===== src/rtl/mux_3x1_if.sv =====
// Signal bundle for the 3:1 operand selector: data inputs, select/clear controls and outputs.
// Carries parity_q only when MUX3X1_PARITY_EN is defined.
interface mux_3x1_if #(
    parameter int WIDTH = 8
);
    logic [WIDTH-1:0] in1;
    logic [WIDTH-1:0] in2;
    logic [WIDTH-1:0] in3;
    logic [1:0]       sel;
    logic             err_clr;
    logic [WIDTH-1:0] muxout;
    logic [WIDTH-1:0] muxout_q;
    logic             sel_err;
`ifdef MUX3X1_PARITY_EN
    logic             parity_q;

    modport master (
        output in1, in2, in3, sel, err_clr,
        input  muxout, muxout_q, sel_err, parity_q
    );
    modport slave (
        input  in1, in2, in3, sel, err_clr,
        output muxout, muxout_q, sel_err, parity_q
    );
`else
    modport master (
        output in1, in2, in3, sel, err_clr,
        input  muxout, muxout_q, sel_err
    );
    modport slave (
        input  in1, in2, in3, sel, err_clr,
        output muxout, muxout_q, sel_err
    );
`endif
endinterface


===== src/rtl/mux_3x1.sv =====
// 3-input WIDTH-bit selector with combinational and registered outputs plus sticky illegal-select flag.
// Optional registered even-parity output enabled by defining MUX3X1_PARITY_EN.
module mux_3x1 #(
    parameter int WIDTH = 8
) (
    input  logic     clk,
    input  logic     rst_n,
    mux_3x1_if.slave bus
);
    logic [WIDTH-1:0] sel_data;
    logic             sel_illegal;
    logic [WIDTH-1:0] muxout_q_d;
    logic [WIDTH-1:0] muxout_q_q;
    logic             sel_err_d;
    logic             sel_err_q;

    // Unknown select propagates X so broken control shows up in simulation.
    always_comb begin
        sel_data = '0;
        case (bus.sel)
            2'd0:    sel_data = bus.in1;
            2'd1:    sel_data = bus.in2;
            2'd2:    sel_data = bus.in3;
            2'd3:    sel_data = '0;
            default: sel_data = 'x;
        endcase
    end

    assign sel_illegal = (bus.sel == 2'd3);

    // An illegal select freezes the data register; setting the flag beats clearing it.
    always_comb begin
        muxout_q_d = muxout_q_q;
        sel_err_d  = sel_err_q;
        if (sel_illegal) begin
            sel_err_d = 1'b1;
        end else begin
            muxout_q_d = sel_data;
            if (bus.err_clr) begin
                sel_err_d = 1'b0;
            end
        end
    end

    always_ff @(posedge clk or negedge rst_n) begin
        if (!rst_n) begin
            muxout_q_q <= '0;
            sel_err_q  <= 1'b0;
        end else begin
            muxout_q_q <= muxout_q_d;
            sel_err_q  <= sel_err_d;
        end
    end

    assign bus.muxout   = sel_data;
    assign bus.muxout_q = muxout_q_q;
    assign bus.sel_err  = sel_err_q;

`ifdef MUX3X1_PARITY_EN
    logic parity_q_d;
    logic parity_q_q;

    always_comb begin
        parity_q_d = parity_q_q;
        if (!sel_illegal) begin
            parity_q_d = ^sel_data;
        end
    end

    always_ff @(posedge clk or negedge rst_n) begin
        if (!rst_n) begin
            parity_q_q <= 1'b0;
        end else begin
            parity_q_q <= parity_q_d;
        end
    end

    assign bus.parity_q = parity_q_q;
`endif

endmodule


===== src/flat_wrapper.sv =====
// flat-port wrapper written by rule: the top's interface ports become plain ports
module mux_3x1_flat 
#(
    parameter int WIDTH = 8
)
  (clk, rst_n, bus_in1, bus_in2, bus_in3, bus_sel, bus_err_clr, bus_muxout, bus_muxout_q, bus_sel_err);
  mux_3x1_if #(.WIDTH(WIDTH)) bus_i ();
  input  logic clk;
  input  logic rst_n;
  input wire logic [$bits(bus_i.in1)-1:0] bus_in1;
  input wire logic [$bits(bus_i.in2)-1:0] bus_in2;
  input wire logic [$bits(bus_i.in3)-1:0] bus_in3;
  input wire logic [$bits(bus_i.sel)-1:0] bus_sel;
  input wire logic [$bits(bus_i.err_clr)-1:0] bus_err_clr;
  output wire logic [$bits(bus_i.muxout)-1:0] bus_muxout;
  output wire logic [$bits(bus_i.muxout_q)-1:0] bus_muxout_q;
  output wire logic [$bits(bus_i.sel_err)-1:0] bus_sel_err;
  assign bus_i.in1 = bus_in1;
  assign bus_i.in2 = bus_in2;
  assign bus_i.in3 = bus_in3;
  assign bus_i.sel = bus_sel;
  assign bus_i.err_clr = bus_err_clr;
  assign bus_muxout = bus_i.muxout;
  assign bus_muxout_q = bus_i.muxout_q;
  assign bus_sel_err = bus_i.sel_err;
  mux_3x1 #(.WIDTH(WIDTH)) u_core (.clk(clk), .rst_n(rst_n), .bus(bus_i));
endmodule

===== config.mk =====
export PLATFORM = sky130hd
export DESIGN_NAME = mux_3x1_flat
export DESIGN_NICKNAME = d
export VERILOG_FILES = /design/src/rtl/mux_3x1_if.sv /design/src/rtl/mux_3x1.sv /design/src/flat_wrapper.sv
export SDC_FILE = /design/constraint.sdc
export NUM_CORES = 1
export LEC_CHECK = 0
export CAP_MARGIN = 20
export CORE_MARGIN = 2
export CORE_UTILIZATION = 36
export DETAILED_ROUTE_END_ITERATION = 7
export PLACE_DENSITY = 0.83
export SYNTH_ARGS = -nofsm -noshare
export SYNTH_HDL_FRONTEND = slang
export SYNTH_SLANG_ARGS = --single-unit
export TNS_END_PERCENT = 10

===== constraint.sdc =====
create_clock -name clk -period 1.45 [get_ports clk]
set_clock_uncertainty 0.05 [all_clocks]
set_input_delay 0.29 -clock clk [delete_from_list [all_inputs] [get_ports clk]]
set_output_delay 0.29 -clock clk [all_outputs]
set_load 0.005 [all_outputs]

[Word-level counts from Yosys, hierarchy flattened]
Index checks and enable logic that the tools add are counted.
Operators by class
  equal/unequal tests: 3
  mux-type cells: 3
  reductions and logical operators: 2
Operators by type and width (count)
  $pmux 8 s4: 1
  $eq 2x2->1 const B: 2
  $eq 2x1->1 const B: 1
  $logic_not 2->1: 1
  $mux 1: 2
  $reduce_bool 2->1: 1
Storage, ports and cells
  register bits after elaboration: 9
  input bits: 29
  logic and storage cells: 10

[Depth between registers and ports, before layout]
  depth after elaboration: 2
  mapped depth: 4

[Worst setup path before layout]
No wires, ideal clock.
  path type: input -> output
  start: input bus_sel[0]
  end: output bus_muxout[0]
  arrival: 0.836 ns
  required time: 1.110 ns
  path slack: 0.274 ns
  stages: 4
  path buffers: 2
  path through: buf_6 -> buf_12 -> mux2i_1 -> o21ai_1
On the way
  cells in the longest elaborated chain, start to end: 2
Ends and longest elaborated chain
  start: declaration: line flat_wrapper.sv:13  | input wire logic [$bits(bus_i.sel)-1:0] bus_sel;
  $eq 2x2->1 (tied with other cells): line mux_3x1.sv:20  | case (bus.sel)
  $pmux 8 s4 (*): line mux_3x1.sv:20
  end: declaration: line flat_wrapper.sv:15  | output wire logic [$bits(bus_i.muxout)-1:0] bus_muxout;
Every way passes the cells marked *; elsewhere a longest branch is shown, timed or not.

[Final worst setup path]
  start: input bus_in1[6]
  end: output bus_muxout[6]
On the way
  cells in the longest elaborated chain, start to end: 1
Ends and longest elaborated chain
  start: declaration: line flat_wrapper.sv:10  | input wire logic [$bits(bus_i.in1)-1:0] bus_in1;
  $pmux 8 s4: line mux_3x1.sv:20
Every way passes these cells.

==> flow_summary.yaml <==
cts:
  clockRootBuffer: "clkbuf_4"
  hold_buffers: 0
  clkLatencyLatePin_ns: 0.27
  cts_tree: "built"
  cts_buffers: 3
  htree_num_levels: 1
  clockBufferDepth: 2
  cts.clk_slew.worst_paths_ns: 0.07
  clkSinkCount: 9
worst_setup_path:
  crit_required_ns: 1.11
  worst-path-buf-inv: 2
  r2r_start: "u_core.bus.muxout_q[5]$_DFFE_PN0N_"
  max_stage_delay_ns: 0.40
  r2r-end: "u_core.bus.muxout_q[5]$_DFFE_PN0N_"
  r2r_cells: 2
  slowest_stage: "clkdlybuf4s50_1"
  cp.arrival_ns: 1.16
  path_max_fanout: 2
  cp-endpoint: "bus_muxout[6]"
  path_class: "in -> out"
  path_cells: "clkdlybuf4s50_1 > mux2i_1 > o21ai_1 > buf_2"
  cp-start-kind: "input port"
  cp_num_cells: 4
  cp_top_family: "buffers and inverters"
  cp-end-kind: "output pin"
  r2r_slack_ns: 0.61
  startpoint: "bus_in1[6]"
place:
  portBuffers: 45
  dp_cells: 129
  gp_congestion: 0.733
  dp_hpwl_mm: 1.37
  pre_cts_ws_ns: -0.733
detailed_routing:
  ant_nets: 0
  viasPerCell: 5.19
  finalWirelength_mm: 2.57
  wl_per_cell_um: 17.2
  vias: 773
  first_pass_iters: 4
  drc_errors: 0
  drt-initial-drc-count: 4
sta:
  period_needed_ns: 1.50
  layout_worst_path_cycle_share_pct: 103
  final-max-slew-violation-count: 0
  finalWorstSetupSlack_ns: -0.0494
  maxSlewHeadroom_pct: 69.2
  finalHoldViolCount: 0
  worst_pin_slew_ns: 0.461
  setup_violations: 4
  timing.hold.ws_ns: 0.283
  fmax_mhz: 667
  rsz0062_at_grt: "yes"
synth:
  yosysUniqueCellTypes: 11
  yosys_register_bits: 9
  yosys.area.top_type: "mux2i_1"
  syn_avg_cell_area_um2: 10.9
  syn-num-nets: 87
  yosys-top-cells-area: "mux2i_1 (38%), dfrtp_1 (36%), nand3b_1 (9.5%)"
  yosysSeqAreaShare_pct: 35.5
  syn_inst: 58
  yosysTopAreaCellShare_pct: 37.9
  yosysWarnings: 0
  synth.cell_area_um2: 634
layout:
  final_cell_mix: "buf_4 (23), clkdlybuf4s50_1 (19), mux2i_1 (18), dlygate4sd2_1 (13)"
  fin_cells: 149
  nets: 162
  layout_commonest_cell: "buf_4"
  drive_gt1_share_pct: 37.9
  n_fill_cell: 98
  area_growth_syn_to_layout_pct: 114
  finish.utilization_pct: 80.2
  n_antenna_cell: 0
global_route:
  grt_max_degree: 12
  grt_first_pass_wirelength_mm: 3.33
  grt-ovfl-total: 0
  antenna_found_initial: 0
  grt_pass1_vias: 759
  track_usage_pct: 22.1
hold_path:
  hp-class: "in -> async"
die:
  die_h_um: 46.0
  fp.dieW_um: 46.0
  start_util_pct: 37.6
  io-pin-count: 46
  rows: 15
  core-area_um2: 1690
  dieArea_um2: 2110
power:
  leakage_nw: 0.689
  power_density_nw_per_um2: 650
  power_mw: 0.881
  ir_drop_v: 0.000567
flow_run:
  drv_cap: 0
status:
  violations: "negative setup slack"
  status: "finished with violations"
## cell families (layout without fill, tap and decap cells)
group	count (synthesis)	count (layout)	share of synthesized area, %
mux	24	24	37.9
compound gates	9	9	7.10
flops	9	9	35.5
simple gates	9	9	10.1
buf+inv	7	81	9.47
## cell type report
class	instances	area, µm²	share of cell area [%]
Sequential cell	9	225	16.6
Clock buffer	4	26.3	1.94
Timing Repair Buffer	76	677	50.0
Inverter	1	3.75	0.277
Tap cell	17	21.3	1.57
Multi-Input combinational cell	42	402	29.6
## worst min-delay path by stage
stage	start	end
6_report	rst_n	u_core.bus.muxout_q[4]$_DFFE_PN0N_
5_1_grt	rst_n	u_core.bus.muxout_q[0]$_DFFE_PN0N_
4_1_cts	rst_n	u_core.bus.muxout_q[4]$_DFFE_PN0N_
3_5_place_dp	u_core.bus.sel_err$_DFFE_PN0P_	u_core.bus.sel_err$_DFFE_PN0P_
3_3_place_gp	u_core.bus.sel_err$_DFFE_PN0P_	u_core.bus.sel_err$_DFFE_PN0P_
2_1_floorplan	rst_n	u_core.bus.muxout_q[0]$_DFFE_PN0N_
## worst register-to-register path, stage by stage, from the launching register on
cell and delay, ns:
dfrtp_1 0.39, mux2i_1 0.19, mux2i_1 0.10
## Yosys cell counts
library cell / number
buf_12: 1
buf_2: 2
buf_4: 2
buf_6: 1
dfrtp_1: 9
inv_1: 1
mux2i_1: 24
nand2_1: 1
nand3b_1: 8
o21ai_0: 6
o21ai_1: 3
## through the flow
step	instance area (µm²)	TNS, ns
floorplan	634	0
global placement	1170	-6.03
detailed placement	1170	-6.53
CTS	1330	-0.0516
global route	1360	-0.345
finish	1360	-0.122
## flip-flops by register name, indices dropped and copies added (netlist names)
register and cells:
u_core.bus.muxout_q 8, u_core.bus.sel_err 1
## layer usage
layer,wire (µm),track usage (%)
met1,1030,24.6
met2,1320,40.3
met3,195,4.76
met4,25,8.00
met5,0,0
## report_power, final
| part | leakage (nW) | total (mW) | switching (mW) | internal, mW |
|---|---|---|---|---|
| logic | 0.568 | 0.375 | 0.140 | 0.235 |
| clock network | 0.0150 | 0.210 | 0.104 | 0.106 |
| registers | 0.105 | 0.296 | 0.0159 | 0.280 |
| total | 0.689 | 0.881 | 0.259 | 0.621 |
## timing repair
item / in CTS / in global routing
setup endpoints to repair: 16 / 9
buffers inserted: 15 / 0
gates cloned: 1 / 0
gates resized for setup: 64 / 10
(Power assumes the default switching activity.)
